--- config.mk ---
export PLATFORM = sky130hd
export DESIGN_NAME = bcd_time_keeper_flat
export DESIGN_NICKNAME = d
export VERILOG_FILES = /design/src/rtl/clock_pkg.sv /design/src/rtl/bcd_time_keeper_if.sv /design/src/rtl/bcd_digit_counter.sv /design/src/rtl/bcd_time_keeper.sv /design/src/flat_wrapper.sv
export SDC_FILE = /design/constraint.sdc
export NUM_CORES = 1
export LEC_CHECK = 0
export CELL_PAD_IN_SITES_DETAIL_PLACEMENT = 2
export CELL_PAD_IN_SITES_GLOBAL_PLACEMENT = 2
export CORE_UTILIZATION = 29
export DETAILED_ROUTE_END_ITERATION = 7
export PLACE_DENSITY_LB_ADDON = 0.1
export SETUP_SLACK_MARGIN = 0.02
export SLEW_MARGIN = 20
export SYNTH_ARGS = -nofsm -noshare
export SYNTH_HDL_FRONTEND = slang
export SYNTH_SLANG_ARGS = --single-unit
--- constraint.sdc ---
create_clock -name clk -period 3.1 [get_ports clk]
set_input_delay 0.93 -clock clk [delete_from_list [all_inputs] [get_ports clk]]
set_output_delay 0.93 -clock clk [all_outputs]
set_load 0.005 [all_outputs]
--- src/rtl/clock_pkg.sv ---
// Shared definitions for the BCD timekeeper: time-word field layout,
// BCD digit limits, and the sync-word validation helper.
package clock_pkg;

  localparam int DIGIT_W   = 4;

  // Time-word field positions
  localparam int MIN_U_LSB = 0;
  localparam int MIN_T_LSB = 4;
  localparam int HR_U_LSB  = 8;
  localparam int HR_T_LSB  = 12;
  localparam int COLOR_LSB = 16;
  localparam int COLOR_W   = 2;
  localparam int RSVD_LSB  = 18;
  localparam int RSVD_W    = 6;
  localparam int SEC_U_LSB = 24;
  localparam int SEC_T_LSB = 28;
  localparam int SEC_T_W   = 3;
  localparam int VALID_BIT = 31;

  // BCD limits
  localparam logic [DIGIT_W-1:0] BCD_MAX_UNITS   = 4'd9;
  localparam logic [DIGIT_W-1:0] BCD_MAX_TENS    = 4'd5;
  localparam logic [DIGIT_W-1:0] BCD_MAX_HR_TENS = 4'd2;
  localparam int                 HOUR_LIMIT      = 23;
  localparam logic [DIGIT_W-1:0] HOUR_LIM_TENS   = 4'(HOUR_LIMIT / 10);
  localparam logic [DIGIT_W-1:0] HOUR_LIM_UNITS  = 4'(HOUR_LIMIT % 10);

  // Outcome of a sync strobe in the current cycle
  typedef enum logic [1:0] {
    SYNC_NONE   = 2'd0,
    SYNC_ACCEPT = 2'd1,
    SYNC_REJECT = 2'd2
  } sync_result_e;

  // Six time digits, each widened to a full BCD nibble
  typedef struct packed {
    logic [DIGIT_W-1:0] sec_t;
    logic [DIGIT_W-1:0] sec_u;
    logic [DIGIT_W-1:0] min_t;
    logic [DIGIT_W-1:0] min_u;
    logic [DIGIT_W-1:0] hr_t;
    logic [DIGIT_W-1:0] hr_u;
  } bcd_time_t;

  // True when every digit is in range and hours do not exceed 23
  function automatic logic bcd_time_ok(bcd_time_t t);
    logic ok;
    ok = (t.sec_u <= BCD_MAX_UNITS) && (t.sec_t <= BCD_MAX_TENS) &&
         (t.min_u <= BCD_MAX_UNITS) && (t.min_t <= BCD_MAX_TENS) &&
         (t.hr_u  <= BCD_MAX_UNITS) && (t.hr_t  <= BCD_MAX_HR_TENS) &&
         !((t.hr_t == HOUR_LIM_TENS) && (t.hr_u > HOUR_LIM_UNITS));
    return ok;
  endfunction

endpackage

--- src/rtl/bcd_time_keeper_if.sv ---
// Sync input and time/pulse outputs between the HPS bridge and the timekeeper.
interface bcd_time_keeper_if;
  logic        sync_valid;
  logic [31:0] sync_time;
  logic [31:0] time_word;
  logic        sec_tick;
  logic        min_tick;
  logic        sync_ack;
  logic        sync_err;

  modport master (
    output sync_valid, sync_time,
    input  time_word, sec_tick, min_tick, sync_ack, sync_err
  );

  modport slave (
    input  sync_valid, sync_time,
    output time_word, sec_tick, min_tick, sync_ack, sync_err
  );
endinterface

--- src/rtl/bcd_digit_counter.sv ---
// One BCD digit: synchronous load, increment with programmable wrap value,
// and a combinational carry that fires when an increment wraps the digit.
module bcd_digit_counter
  import clock_pkg::*;
(
  input  logic               clk,
  input  logic               reset_n,
  input  logic               load,
  input  logic [DIGIT_W-1:0] load_val,
  input  logic               inc,
  input  logic [DIGIT_W-1:0] max_val,
  output logic [DIGIT_W-1:0] q,
  output logic               carry_out
);

  logic [DIGIT_W-1:0] q_r;

  // Digit register: load beats increment; increment wraps at max_val
  always_ff @(posedge clk) begin
    if (!reset_n) begin
      q_r <= 4'd0;
    end else if (load) begin
      q_r <= load_val;
    end else if (inc) begin
      q_r <= (q_r == max_val) ? 4'd0 : (q_r + 4'd1);
    end else begin
      q_r <= q_r;
    end
  end

  assign q         = q_r;
  assign carry_out = inc && (q_r == max_val);

endmodule

--- src/rtl/bcd_time_keeper.sv ---
// Free-running BCD hh:mm:ss timekeeper resynchronised by HPS sync strobes.
// Priority per cycle: reset > accepted sync > second increment.
module bcd_time_keeper
  import clock_pkg::*;
#(
  parameter int CLK_HZ = 50_000_000
) (
  input  logic               clk,
  input  logic               reset_n,
  bcd_time_keeper_if.slave   tk
);

  localparam int                 PRESC_W    = (CLK_HZ > 1) ? $clog2(CLK_HZ) : 1;
  localparam logic [PRESC_W-1:0] PRESC_LAST = PRESC_W'(CLK_HZ - 1);

  logic [PRESC_W-1:0] presc_r;
  logic [COLOR_W-1:0] color_r;
  logic               valid_r;
  logic               sec_tick_r;
  logic               min_tick_r;
  logic               sync_ack_r;
  logic               sync_err_r;

  bcd_time_t          sync_fields_s;
  sync_result_e       sync_res_s;
  logic               accept_s;
  logic               reject_s;
  logic               tc_s;
  logic               incr_s;
  logic               hour_wrap_s;
  logic               hr_load_s;
  logic [DIGIT_W-1:0] hr_u_ld_s;
  logic [DIGIT_W-1:0] hr_t_ld_s;

  logic [DIGIT_W-1:0] sec_u_s, sec_t_s, min_u_s, min_t_s, hr_u_s, hr_t_s;
  logic               sec_u_co_s, sec_t_co_s, min_u_co_s, min_t_co_s, hr_u_co_s;
  logic               hr_t_co_unused_s;
  logic               unused_bits_s;

  assign sync_fields_s = '{
    sec_t: {1'b0, tk.sync_time[SEC_T_LSB +: SEC_T_W]},
    sec_u: tk.sync_time[SEC_U_LSB +: DIGIT_W],
    min_t: tk.sync_time[MIN_T_LSB +: DIGIT_W],
    min_u: tk.sync_time[MIN_U_LSB +: DIGIT_W],
    hr_t:  tk.sync_time[HR_T_LSB  +: DIGIT_W],
    hr_u:  tk.sync_time[HR_U_LSB  +: DIGIT_W]
  };

  assign tc_s = (presc_r == PRESC_LAST);

  // Classify the sync strobe and decide whether this cycle counts a second
  always_comb begin
    sync_res_s = SYNC_NONE;
    if (tk.sync_valid) begin
      if (bcd_time_ok(sync_fields_s)) begin
        sync_res_s = SYNC_ACCEPT;
      end else begin
        sync_res_s = SYNC_REJECT;
      end
    end else begin
      sync_res_s = SYNC_NONE;
    end

    case (sync_res_s)
      SYNC_ACCEPT: begin accept_s = 1'b1; reject_s = 1'b0; end
      SYNC_REJECT: begin accept_s = 1'b0; reject_s = 1'b1; end
      default:     begin accept_s = 1'b0; reject_s = 1'b0; end
    endcase

    // An accepted sync swallows a coincident terminal count
    incr_s = tc_s && !accept_s;
  end

  // Hour pair: load on sync, or force 00 when counting past 23
  always_comb begin
    hour_wrap_s = min_t_co_s && (hr_t_s == HOUR_LIM_TENS) && (hr_u_s == HOUR_LIM_UNITS);
    hr_load_s   = accept_s || hour_wrap_s;
    if (accept_s) begin
      hr_u_ld_s = sync_fields_s.hr_u;
      hr_t_ld_s = sync_fields_s.hr_t;
    end else begin
      hr_u_ld_s = 4'd0;
      hr_t_ld_s = 4'd0;
    end
  end

  // Prescaler: restarts on accepted sync, wraps at terminal count
  always_ff @(posedge clk) begin
    if (!reset_n) begin
      presc_r <= '0;
    end else if (accept_s || tc_s) begin
      presc_r <= '0;
    end else begin
      presc_r <= presc_r + PRESC_W'(1);
    end
  end

  // Colour and time-valid flag change only on an accepted sync
  always_ff @(posedge clk) begin
    if (!reset_n) begin
      color_r <= 2'd0;
      valid_r <= 1'b0;
    end else if (accept_s) begin
      color_r <= tk.sync_time[COLOR_LSB +: COLOR_W];
      valid_r <= 1'b1;
    end else begin
      color_r <= color_r;
      valid_r <= valid_r;
    end
  end

  // One-cycle status pulses, aligned with the time update they describe
  always_ff @(posedge clk) begin
    if (!reset_n) begin
      sec_tick_r <= 1'b0;
      min_tick_r <= 1'b0;
      sync_ack_r <= 1'b0;
      sync_err_r <= 1'b0;
    end else begin
      sec_tick_r <= incr_s;
      min_tick_r <= sec_t_co_s;
      sync_ack_r <= accept_s;
      sync_err_r <= reject_s;
    end
  end

  bcd_digit_counter u_sec_u (
    .clk(clk), .reset_n(reset_n), .load(accept_s), .load_val(sync_fields_s.sec_u),
    .inc(incr_s), .max_val(BCD_MAX_UNITS), .q(sec_u_s), .carry_out(sec_u_co_s)
  );
  bcd_digit_counter u_sec_t (
    .clk(clk), .reset_n(reset_n), .load(accept_s), .load_val(sync_fields_s.sec_t),
    .inc(sec_u_co_s), .max_val(BCD_MAX_TENS), .q(sec_t_s), .carry_out(sec_t_co_s)
  );
  bcd_digit_counter u_min_u (
    .clk(clk), .reset_n(reset_n), .load(accept_s), .load_val(sync_fields_s.min_u),
    .inc(sec_t_co_s), .max_val(BCD_MAX_UNITS), .q(min_u_s), .carry_out(min_u_co_s)
  );
  bcd_digit_counter u_min_t (
    .clk(clk), .reset_n(reset_n), .load(accept_s), .load_val(sync_fields_s.min_t),
    .inc(min_u_co_s), .max_val(BCD_MAX_TENS), .q(min_t_s), .carry_out(min_t_co_s)
  );
  bcd_digit_counter u_hr_u (
    .clk(clk), .reset_n(reset_n), .load(hr_load_s), .load_val(hr_u_ld_s),
    .inc(min_t_co_s), .max_val(BCD_MAX_UNITS), .q(hr_u_s), .carry_out(hr_u_co_s)
  );
  bcd_digit_counter u_hr_t (
    .clk(clk), .reset_n(reset_n), .load(hr_load_s), .load_val(hr_t_ld_s),
    .inc(hr_u_co_s), .max_val(BCD_MAX_HR_TENS), .q(hr_t_s), .carry_out(hr_t_co_unused_s)
  );

  // Reserved sync bits, incoming bit 31 and the top second-tens bit carry no information
  assign unused_bits_s = ^{tk.sync_time[VALID_BIT], tk.sync_time[RSVD_LSB +: RSVD_W],
                           sec_t_s[3], hr_t_co_unused_s};

  assign tk.time_word = {valid_r, sec_t_s[2:0], sec_u_s, 6'b000000, color_r,
                         hr_t_s, hr_u_s, min_t_s, min_u_s};
  assign tk.sec_tick  = sec_tick_r;
  assign tk.min_tick  = min_tick_r;
  assign tk.sync_ack  = sync_ack_r;
  assign tk.sync_err  = sync_err_r;

endmodule

--- src/flat_wrapper.sv ---
// flat-port wrapper written by rule: the top's interface ports become plain ports
module bcd_time_keeper_flat import clock_pkg::*;
#(
  parameter int CLK_HZ = 50_000_000
)
  (clk, reset_n, tk_sync_valid, tk_sync_time, tk_time_word, tk_sec_tick, tk_min_tick, tk_sync_ack, tk_sync_err);
  bcd_time_keeper_if tk_i ();
  input  logic clk;
  input  logic reset_n;
  input wire logic [$bits(tk_i.sync_valid)-1:0] tk_sync_valid;
  input wire logic [$bits(tk_i.sync_time)-1:0] tk_sync_time;
  output wire logic [$bits(tk_i.time_word)-1:0] tk_time_word;
  output wire logic [$bits(tk_i.sec_tick)-1:0] tk_sec_tick;
  output wire logic [$bits(tk_i.min_tick)-1:0] tk_min_tick;
  output wire logic [$bits(tk_i.sync_ack)-1:0] tk_sync_ack;
  output wire logic [$bits(tk_i.sync_err)-1:0] tk_sync_err;
  assign tk_i.sync_valid = tk_sync_valid;
  assign tk_i.sync_time = tk_sync_time;
  assign tk_time_word = tk_i.time_word;
  assign tk_sec_tick = tk_i.sec_tick;
  assign tk_min_tick = tk_i.min_tick;
  assign tk_sync_ack = tk_i.sync_ack;
  assign tk_sync_err = tk_i.sync_err;
  bcd_time_keeper #(.CLK_HZ(CLK_HZ)) u_core (.clk(clk), .reset_n(reset_n), .tk(tk_i));
endmodule
# After elaboration in Yosys (flattened, before gate mapping)
# Cells that the tools add are included.
# Widths: inputs -> output; s select.
# word_totals
reg_bits	57
latchBits	0
ram_bits	0
mem_bits_ro	0
output_inout_bits	36
word_cells	91
memories	0
# op_classes
add_sub_neg	7
n_mul	0
div	0
n_lt_le_gt_ge	7
n_eq_ne	11
shifts	0
n_mux	24
n_bitwise	1
n_reduce_logical	27
# op_table
operator	count
$mux 4	18
$add 26x1->26 const B	1
$eq 26x26->1 const B	1
$add 4x1->4 const B	6
$logic_and 1x1->1	15
$eq 4x2->1 const B	3
$eq 4x4->1 const B	3
$le 4x4->1 const B	3
$reduce_bool 2->1	6
$eq 4x3->1 const B	2
$mux 3	2
$gt 4x2->1 const B	1
$le 4x2->1 const B	1
$le 4x3->1 const B	1
$mux 2	2
$reduce_or 2->1	2
$le 3x3->1 const B	1
$eq 2x1->1 const B	1
$eq 2x2->1 const B	1
$logic_not 1->1	2
$logic_or 1x1->1	2
$mux 1	2
$not 1->1	1

# Logic depth before layout (Yosys ltp)
# depth
word_depth	21
mapped_depth	9
depth_no_buf	6

# By module
# A second synthesis with hierarchy kept.
# unflattened
hier_cells	398
hier_area_um2	3583.4
# modules_own_cells
mod	instances	cells_per_inst	area_per_inst_um2	seq_area_each_um2
bcd_digit_counter	6	34	305.3	80.1
bcd_time_keeper	1	194	1751.7	660.6

# Worst setup path after synthesis
# Ideal clock, no wire load.
# synth_timing
kind	register to register
start	register u_core.presc_r[0]
end	register u_core.u_hr_t.q_r[2] (netlist: u_core.u_hr_t.q[2])
setup_time_ns	0.071
arrival_time_ns	2.478
t_required_ns	3.029
slack_ns	0.551
path_stages_with_launch	8
synth_period_minus_slack_ns	2.549
path_cell_list	dfxtp_1 ha_1 nand4_2 or4_1 buf_2 or4_4 or4_1 a21oi_1
# synth_between
elab_chain_len	10
elab_cells_between_ends	12
cone_classes	1 x eq/ne; 1 x mux; 10 x reduce/logical
# synth_rtl
item	line	rtl
start, declared	bcd_time_keeper.sv:16	logic [PRESC_W-1:0] presc_r;
start signal, assigned	bcd_time_keeper.sv:94	presc_r <= presc_r + PRESC_W'(1);
$eq 26x26->1 *	bcd_time_keeper.sv:49	assign tc_s = (presc_r == PRESC_LAST);
$logic_and 1x1->1 *	bcd_time_keeper.sv:71	incr_s = tc_s && !accept_s;
$logic_and 1x1->1 * (4 in a row)	bcd_digit_counter.sv:32	assign carry_out = inc && (q_r == max_val);
$logic_and 1x1->1 (2 in a row)	bcd_time_keeper.sv:76	hour_wrap_s = min_t_co_s && (hr_t_s == HOUR_LIM_TENS) && (hr_u_s == HOUR_LIM_UNITS);
$logic_or 1x1->1	bcd_time_keeper.sv:77	hr_load_s = accept_s || hour_wrap_s;
$mux 4 or $reduce_bool 2->1 (tied branches)	n/a	
end signal, assigned	bcd_digit_counter.sv:23	q_r <= load_val;
end signal, assigned	bcd_digit_counter.sv:25	q_r <= (q_r == max_val) ? 4'd0 : (q_r + 4'd1);
end signal, assigned	bcd_digit_counter.sv:27	q_r <= q_r;
end, declared	bcd_digit_counter.sv:16	logic [DIGIT_W-1:0] q_r;
# Every way passes the cells marked *; elsewhere a longest branch is shown, timed or not.
# A chain may end at the register's enable or synchronous reset.

# Worst setup path after layout
# layout_timing
start	register u_core.u_min_u.q_r[3] (netlist: u_core.u_min_u.q[3])
end	register u_core.u_hr_t.q_r[2] (netlist: u_core.u_hr_t.q[2])
# layout_between
elab_chain_len	7
elab_cells_between_ends	9
cone_classes	1 x eq/ne; 1 x mux; 7 x reduce/logical
# layout_rtl
item	line
start, declared	bcd_digit_counter.sv:16
start signal, assigned	bcd_digit_counter.sv:23
start signal, assigned	bcd_digit_counter.sv:25
start signal, assigned	bcd_digit_counter.sv:27
$eq 4x4->1 *	bcd_digit_counter.sv:32
$logic_and 1x1->1 * (2 in a row)	bcd_digit_counter.sv:32
$logic_and 1x1->1 (2 in a row)	bcd_time_keeper.sv:76
$logic_or 1x1->1	bcd_time_keeper.sv:77
$mux 4 or $reduce_bool 2->1 (tied branches)	n/a
# Marked as above.

==> results.toml <==
[grt]
grt_pass1_vias = 3280
grt_pass1_wl_um = 16800
grt_max_degree = 26
grt_usage = 0.196
gr-total-overflow = 0
antenna_found_initial = 0

[placement]
place_worst_setup_slack_ns = 0.121
dp_hpwl_um = 7690
place_congestion = 0.764
place_area_mm2 = 0.00384
port_buffers = 57

[drt]
detail_route.vias_per_cell = 5.27
ant_nets = 0
drtIter0Drc = 113
drt-total-wl_um = 10100
drt_pass1_iterations = 4
drc = 0
wl_per_cell_um = 17.4
via_count = 3070

[sta]
skew_ns = 0.00905
layout_setup_ws_ns = 0.339
finalSetupTns_ns = 0
hold_slack_ns = 0.466
min_period_ns = 2.76
finalHoldViolCount = 0
setup_viol = 0
worst_pin_slew_ns = 0.665
rsz0062_at_grt = "no"
maxSlewHeadroom = 0.553
fin_crit_sh = 0.891
maxSlewViolCount = 0
fmax_mhz = 362

[critical_path]
r2r-start = "u_core.u_min_u.q[3]$_SDFFE_PN0P_"
crit_slowest_cell = "or4bb_1"
cp.arrival_ns = 3.04
path_cells = "or4bb_1 > or2_1 > or4_4 > or4_1 > a21oi_1"
critPathLaunchType = "flop"
worstSetupPathType = "flop to flop"
critPathCaptureType = "flop"
critical_path_required_ns = 3.38
critical_path.startpoint = "u_core.u_min_u.q[3]$_SDFFE_PN0P_"
r2r_cells = 5
crit_path_end = "u_core.u_hr_t.q[2]$_SDFFE_PN0P_"
crit_fanout = 10
reg2reg_to = "u_core.u_hr_t.q[2]$_SDFFE_PN0P_"
max_stage_delay_ns = 0.70
r2r_slack_ns = 0.34

[logic_synthesis]
post-synth-top-area-cell = "dfxtp_1"
synthTopCellsByArea = "dfxtp_1 (37%), nor2_1 (6.6%), xnor2_1 (6.0%)"
synth_top_area_frac = 0.371
yosysWarnings = 0
synth_cells = 377
postSynthAreaPerCell_um2 = 8.15
async_reset_ff_frac = 0
syn_area_mm2 = 0.00307
ys_ff_latch = 57
post_synth_num_cell_types = 58
ys_seq_area_frac = 0.371
synth-edff-count = 0
synthFlopType = "dfxtp_1"

[cts]
cts.sinks = 57
cts_max_path_buffers = 2
root_buffer = "clkbuf_8"
cts-resized-gates = 0
cts_tree = "built"
hold_buffers = 0
cts_setup_buffers = 0
path_clk_slew_ns = 0.07
clk_latency_ns = 0.34
cts_buffers = 9
htree_levels = 3

[power_and_ir_drop]
leakagePower_nw = 1.37
pwr_density_cell_mw_per_mm2 = 440
ir_drop_v = 0.000225

[min_path]
hp-class = "flop to flop"
worstHoldPathCells = 2

[final_layout]
fin_util = 0.400
syn_to_final_growth_pct = 33.9
stdcell_area_mm2 = 0.00411
fill_cells = 1183
register_area_mm2 = 0.00114
multi_input_area_mm2 = 0.00175
layout-drive-gt1-share = 0.0964
insertedDiodeCount = 0
nets = 477

[run_status]
outcome = "finished, final reports clean"

[floorplanning]
initial_utilization = 0.299
core_mm2 = 0.0103
row_count = 37
die_x_um = 105
ios = 71
dieArea_mm2 = 0.0110
die_y_um = 105

[job]
maxCapViolCount = 0
==> stage by stage <==
stage	instances	total power, mW
floorplan	382	0.795
global placement	566	0.851
detailed placement	566	0.852
CTS	582	1.85
global route	582	1.88
finish	582	1.81
==> layout make-up <==
type                       instances  share of cell area
multi-input combinational        283               0.426
sequential                        57               0.277
timing repair buffer              75               0.175
tap                              136              0.0414
clock buffer                      11              0.0368
clock inverter                     5              0.0304
inverter                          15              0.0137
==> flip-flops by register name, indices dropped and copies added, names as in the netlist <==
signal / cells
u_core.presc_r: 26
u_core.u_hr_t.q: 4
u_core.u_hr_u.q: 4
u_core.u_min_t.q: 4
u_core.u_min_u.q: 4
u_core.u_sec_t.q: 4
u_core.u_sec_u.q: 4
u_core.color_r: 2
u_core.tk.min_tick: 1
u_core.tk.sec_tick: 1
u_core.tk.sync_ack: 1
u_core.tk.sync_err: 1
u_core.valid_r: 1
==> worst max-delay path, delay by kind of cell (launching register included) <==
family	cells	cell delay (ns)
AOI/OAI and AO/OA	1	0.14
DFF	1	0.42
and+or+nand+nor	4	2.13
==> how the worst min path moves through the flow <==
| stage | start | endpoint | slack [ns] |
|---|---|---|---|
| finish | u_core.color_r[0]$_SDFFE_PN0P_ | u_core.color_r[0]$_SDFFE_PN0P_ | 0.47 |
| CTS | u_core.color_r[0]$_SDFFE_PN0P_ | u_core.color_r[0]$_SDFFE_PN0P_ | 0.47 |
| global route | u_core.presc_r[0]$_SDFF_PP0_ | u_core.presc_r[0]$_SDFF_PP0_ | 0.49 |
| floorplan | u_core.presc_r[0]$_SDFF_PP0_ | u_core.presc_r[0]$_SDFF_PP0_ | 0.43 |
| detailed placement | u_core.presc_r[0]$_SDFF_PP0_ | u_core.presc_r[0]$_SDFF_PP0_ | 0.46 |
| global placement | u_core.color_r[0]$_SDFFE_PN0P_ | u_core.color_r[0]$_SDFFE_PN0P_ | 0.45 |
==> power by group <==
| group | internal, mW | switching, mW | total [mW] |
|---|---|---|---|
| clock | 0.658 | 0.316 | 0.974 |
| sequential | 0.738 | 0.00625 | 0.744 |
| combinational | 0.0492 | 0.0414 | 0.0906 |
==> cells in the mapped netlist, types with 5 or more instances <==
library cell / instances
mux2i_1: 6
o21ai_0: 12
dfxtp_1: 57
xnor2_1: 21
nor3_1: 12
nor2_1: 54
nand2_1: 21
xor2_1: 10
clkbuf_1: 14
buf_4: 10
inv_1: 15
nand4_1: 11
a211oi_1: 6
a21oi_1: 14
nand3_1: 21
nor4_1: 10
nand2b_1: 5
==> metal layers <==
layer	wire [um]	GRT usage	vias up
met5	0	0	-
met4	166	0.0825	0
met3	273	0.0287	14
met2	5340	0.356	46
met1	4350	0.230	1539
li1	-	-	1471
==> cell usage in the layout (no fill, tap or decap), drive strengths merged, types with 10 or more instances in the layout <==
cell / count
nand4: 13
xor2: 10
dfxtp: 57
nand2: 21
a21oi: 14
nor3: 12
nand3: 21
xnor2: 21
clkbuf: 11
nor4: 10
nor2: 54
buf: 18
o21ai: 12
inv: 15
clkdlybuf4s50: 57
==> cell families (layout without fill, tap and decap cells) <==
group,after synthesis,count (layout),share of synthesized area
xor+xnor,31,31,0.0884
compound gates,61,61,0.134
fa+ha+maj,1,1,0.00407
simple gates,178,178,0.317
mux,6,6,0.0195
buf+inv,42,106,0.0647
flops,57,57,0.371
other cells,1,6,0.00122
Power figures use the tool's default switching activity.
